**config.mk**
```make
export PLATFORM = sky130hd
export DESIGN_NAME = button_debounce_bank
export DESIGN_NICKNAME = d
export VERILOG_FILES = /design/src/rtl/button_debounce_bank.sv
export SDC_FILE = /design/constraint.sdc
export NUM_CORES = 1
export LEC_CHECK = 0
export ABC_AREA = 1
export CAP_MARGIN = 20
export CORE_ASPECT_RATIO = 0.6
export CORE_MARGIN = 4
export CORE_UTILIZATION = 45
export CTS_BUF_LIST = sky130_fd_sc_hd__clkbuf_4
export CTS_CLUSTER_DIAMETER = 30
export DETAILED_ROUTE_END_ITERATION = 16
export GPL_TIMING_DRIVEN = 0
export PLACE_DENSITY = 0.68
export RECOVER_POWER = 100
export SLEW_MARGIN = 25
export SYNTH_ARGS = -nofsm -noshare
export SYNTH_HDL_FRONTEND = slang
export SYNTH_SLANG_ARGS = --single-unit
```
**constraint.sdc**
```tcl
create_clock -name CLK -period 2.1 [get_ports CLK]
set_input_delay 0.525 -clock CLK [delete_from_list [all_inputs] [get_ports CLK]]
set_output_delay 0.525 -clock CLK [all_outputs]
set_load 0.1 [all_outputs]
```
**src/rtl/button_debounce_bank.sv**
```systemverilog
// Debounced button bank: 2-flop sync, shared sample tick, press/release pulses.
// Define AUTO_REPEAT_EN to add per-channel auto-repeat of the press pulse.
module button_debounce_bank #(
  parameter int CHANNELS      = 4,
  parameter int TICK_DIV      = 100000,
  parameter int STABLE_TICKS  = 3,
  parameter int REPEAT_DELAY  = 250,
  parameter int REPEAT_PERIOD = 50
) (
  input  logic                CLK,
  input  logic                RESETn,
  input  logic [CHANNELS-1:0] D,
  output logic [CHANNELS-1:0] LEVEL,
  output logic [CHANNELS-1:0] SP,
  output logic [CHANNELS-1:0] RP
);

  localparam int TW = $clog2(TICK_DIV);
  localparam int SW = $clog2(STABLE_TICKS + 1);
  localparam logic [TW-1:0] TLAST = TW'(TICK_DIV - 1);
  localparam logic [SW-1:0] SLAST = SW'(STABLE_TICKS);

  // Elaboration-only guard on the configuration space.
  if (CHANNELS < 1 || CHANNELS > 32 || TICK_DIV < 2 ||
      STABLE_TICKS < 1 || REPEAT_DELAY < 1 ||
      REPEAT_PERIOD < 1) begin : g_bad_params
  end

  logic [CHANNELS-1:0] sy1_q;
  logic [CHANNELS-1:0] sy2_q;
  logic [TW-1:0]       tc_q;
  logic [TW-1:0]       tc_d;
  logic                tick;
  logic [CHANNELS-1:0] lvl_q;
  logic [CHANNELS-1:0] lvl_d;
  logic [CHANNELS-1:0] sp_q;
  logic [CHANNELS-1:0] sp_d;
  logic [CHANNELS-1:0] rp_q;
  logic [CHANNELS-1:0] rp_d;
  logic [CHANNELS-1:0] press;
  logic [CHANNELS-1:0] rel;
  logic [CHANNELS-1:0] rep_fire;
  logic [SW-1:0]       st_q [CHANNELS];
  logic [SW-1:0]       st_d [CHANNELS];

  always_comb begin
    tick = (tc_q == TLAST);
    tc_d = tick ? '0 : tc_q + TW'(1);
  end

  always_ff @(posedge CLK) begin
    if (!RESETn) begin
      sy1_q <= '0;
      sy2_q <= '0;
      tc_q  <= '0;
    end else begin
      sy1_q <= D;
      sy2_q <= sy1_q;
      tc_q  <= tc_d;
    end
  end

  always_comb begin
    lvl_d = lvl_q;
    press = '0;
    rel   = '0;
    for (int i = 0; i < CHANNELS; i++) begin
      st_d[i] = st_q[i];
      if (tick) begin
        if (sy2_q[i] == lvl_q[i]) begin
          st_d[i] = '0;
        end else if (st_q[i] + SW'(1) == SLAST) begin
          st_d[i]  = '0;
          lvl_d[i] = ~lvl_q[i];
          press[i] = ~lvl_q[i];
          rel[i]   = lvl_q[i];
        end else begin
          st_d[i] = st_q[i] + SW'(1);
        end
      end
    end
  end

`ifdef AUTO_REPEAT_EN
  localparam int RMAX = (REPEAT_DELAY > REPEAT_PERIOD) ?
                        REPEAT_DELAY : REPEAT_PERIOD;
  localparam int RW = $clog2(RMAX + 1);
  localparam logic [RW-1:0] RDLY = RW'(REPEAT_DELAY);
  localparam logic [RW-1:0] RPER = RW'(REPEAT_PERIOD);

  logic [RW-1:0]       rc_q [CHANNELS];
  logic [RW-1:0]       rc_d [CHANNELS];
  logic [CHANNELS-1:0] rph_q;
  logic [CHANNELS-1:0] rph_d;

  // rph marks that the initial delay has elapsed; later gaps use RPER.
  always_comb begin
    rph_d    = rph_q;
    rep_fire = '0;
    for (int i = 0; i < CHANNELS; i++) begin
      rc_d[i] = rc_q[i];
      if (!lvl_d[i] || press[i]) begin
        rc_d[i]  = '0;
        rph_d[i] = 1'b0;
      end else if (tick) begin
        if (rc_q[i] + RW'(1) == (rph_q[i] ? RPER : RDLY)) begin
          rep_fire[i] = 1'b1;
          rc_d[i]     = '0;
          rph_d[i]    = 1'b1;
        end else begin
          rc_d[i] = rc_q[i] + RW'(1);
        end
      end
    end
  end

  always_ff @(posedge CLK) begin
    if (!RESETn) begin
      rph_q <= '0;
      for (int i = 0; i < CHANNELS; i++) begin
        rc_q[i] <= '0;
      end
    end else begin
      rph_q <= rph_d;
      for (int i = 0; i < CHANNELS; i++) begin
        rc_q[i] <= rc_d[i];
      end
    end
  end
`else
  assign rep_fire = '0;
`endif

  always_comb begin
    sp_d = press | rep_fire;
    rp_d = rel;
  end

  always_ff @(posedge CLK) begin
    if (!RESETn) begin
      lvl_q <= '0;
      sp_q  <= '0;
      rp_q  <= '0;
      for (int i = 0; i < CHANNELS; i++) begin
        st_q[i] <= '0;
      end
    end else begin
      lvl_q <= lvl_d;
      sp_q  <= sp_d;
      rp_q  <= rp_d;
      for (int i = 0; i < CHANNELS; i++) begin
        st_q[i] <= st_d[i];
      end
    end
  end

  assign LEVEL = lvl_q;
  assign SP    = sp_q;
  assign RP    = rp_q;

endmodule

```
==> out/results.ini <==
[critical_path]
crit_buf_inv = 1
worst_path_max_delay_cell = clkdlybuf4s15_1
critPathKind = flip-flop to output pin
worstPathRequired_ps = 1570
start_kind = flip-flop
path_cells = clkdlybuf4s15_1
cp_max_fo = 1
cpLargestDelayFamily = buffers and inverters
crit_path_end_kind = output pin
crit_arrival_ps = 1520
slowest_delay_ps = 810

[clocking]
cts.sinks = 45
cts_made_buffers = 5
post_cts_buffers = 0
root_buffer = clkbuf_4
h-tree-depth = 2
clk_pin_slew_ps = 140
hold_buffers = 0
clock_latency_ps = 370
cts_tree = built
clock_path_buffers = 2
cts_resized = 20

[timing]
hold_slack_ps = 429
setup_viol = 0
period_minus_slack_ps = 2050
tightestPinTransition_ps = 948
max_freq_mhz = 489
slew_violations = 0
finalSetupTns_ps = 0
hold_viol_final = 0
slew-limit-headroom_pct = 37.0
period_share_pct = 97.4
finalClockSkew_ps = 15.7
rsz0062_at_grt = false

[yosys]
synth_area_um2 = 1960
synth_top_area_share_pct = 45.9
synthCells = 265
synth.distinct_cells = 25
synth_area_leaders = dfxtp_1 46%, nand2_1 12%, nor2_1 9.2%
seq_area_frac_synth_pct = 45.9
ys_seq_elements = 45
syn_avg_cell_area_um2 = 7.40
synth_top_area_cell = dfxtp_1
yosysWarnings = 0
syn_nets = 272

[final_layout]
diodes = 0
multi_input_area_um2 = 837
final_layout_size_suffix_gt1_share_pct = 9.66
fin_nets = 296
area_delta_synth_final_pct = 12.3
design_area_um2 = 2200
layoutNonFillerInstCount = 350
fill_cells = 419
seqCellArea_um2 = 901
post-route-util_pct = 53.1

[drt]
ant_nets = 0
via_per_inst = 4.67
drc = 0
routed_wl_um = 3830
initialDrtViolationCount = 94
wl_per_cell_um = 10.9
drt_pass1_iterations = 4
num_vias = 1633

[floorplan]
start_util_pct = 47.3
dieArea_um2 = 5510
io_pins = 18
die_x_um = 93.2
core_area_um2 = 4140
rows = 18
die_h_um = 59.1

[power]
powerDensity_nw_per_um2 = 608
ir_drop_mv = 0.346
p_leak_nw = 0.957

[placement]
placed_area_um2 = 2210
dp_cells = 342
io_buffers = 17
post-dp-hpwl_um = 2980
gp_congestion = 0.862

[global_routing]
grt_overflow = 0
grtUsageTotal_pct = 15.6
grt_antenna_before_repair = 0
grt_pass1_vias = 1470
grt_max_degree = 15
grt_pass1_wl_um = 6600

[run]
maxCapViolCount = 0

[outcome]
outcome = finished clean

[worst_hold_path]
min_path_type = flip-flop to flip-flop

worst register-to-register path, stage by stage, from the launching register on:
cell	delay (ps)
dfxtp_1	380
ha_1	180
nand2_1	70
nor2_1	200
nand3_2	140
o21ai_1	470
buf_6	220
a21oi_1	50
kinds of logic (layout without fill, tap and decap cells):
| family | after synthesis | count (layout) | share of synthesized area [%] |
|---|---|---|---|
| fa+ha+maj | 1 | 1 | 0.638 |
| flops | 45 | 45 | 45.9 |
| simple gates | 153 | 153 | 36.4 |
| buf+inv | 44 | 69 | 9.25 |
| compound gates | 12 | 12 | 3.25 |
| xor+xnor | 10 | 10 | 4.47 |
stage by stage:
stage	setup WS (ps)	power [W]
2_1_floorplan	324	0.000921
4_1_cts	6.27	0.00135
6_report	54.6	0.00134
5_1_grt	6.62	0.00140
3_3_place_gp	42.6	0.000940
3_5_place_dp	44.6	0.000941
final cells by class:
cell class	count	area share (%)
clock buffer	5	1.70
inverter	40	6.82
buffer	4	1.08
tap	60	3.41
multi-input combinational	176	38.0
timing repair buffer	17	7.27
clock inverter	3	0.795
sequential	45	40.9
path summary, 6_finish.rpt:
check,startpoint,end,slack [ps],cells past startpoint
hold reg to reg,sy1_q[1],sy2_q[1],430,2
setup / recovery,SP[2],SP[2],50,1
hold / removal,sy1_q[1],sy2_q[1],430,2
setup reg to reg,tc_q[0],tc_q[8],280,7
synthesized netlist by cell type (all sizes together):
| library cell | count |
|---|---|
| a21oi | 7 |
| buf | 4 |
| dfxtp | 45 |
| ha | 1 |
| inv | 40 |
| nand2 | 63 |
| nand3 | 17 |
| nand4 | 11 |
| nor2 | 52 |
| nor3 | 9 |
| o21ai | 5 |
| or2 | 1 |
| xnor2 | 2 |
| xor2 | 8 |
cells in the final DEF, fill, tap and decap left out, types with 5 or more instances in the layout:
| cell | n |
|---|---|
| dfxtp_1 | 45 |
| nor2_1 | 50 |
| clkbuf_4 | 5 |
| nor3_1 | 8 |
| nand3_1 | 16 |
| nand4_1 | 10 |
| clkdlybuf4s15_1 | 5 |
| nand2_1 | 61 |
| xor2_1 | 8 |
| a21oi_1 | 7 |
| inv_1 | 36 |
report_power, final:
part | switching [W] | internal [W] | leakage [nW] | total (W)
combinational | 0.0000283 | 0.0000202 | 0.560 | 0.0000485
sequential | 0.00000588 | 0.000866 | 0.365 | 0.000872
clock | 0.000291 | 0.000127 | 0.0326 | 0.000418
total | 0.000325 | 0.00101 | 0.957 | 0.00134
metal layers:
layer | part of all wire (%) | track usage (%) | wire, µm
met1 | 57 | 23.5 | 2200
met2 | 36 | 20.6 | 1390
met3 | 5.2 | 4.57 | 199
met4 | 1.0 | 6.26 | 40
met5 | 0 | 0 | 0
flip-flops by register name (all words and copies together), names as in the netlist:
signal	flops
RP	4
sy1_q	4
st_q	8
tc_q	17
sy2_q	4
SP	4
LEVEL	4
(Power assumes the default switching activity.)
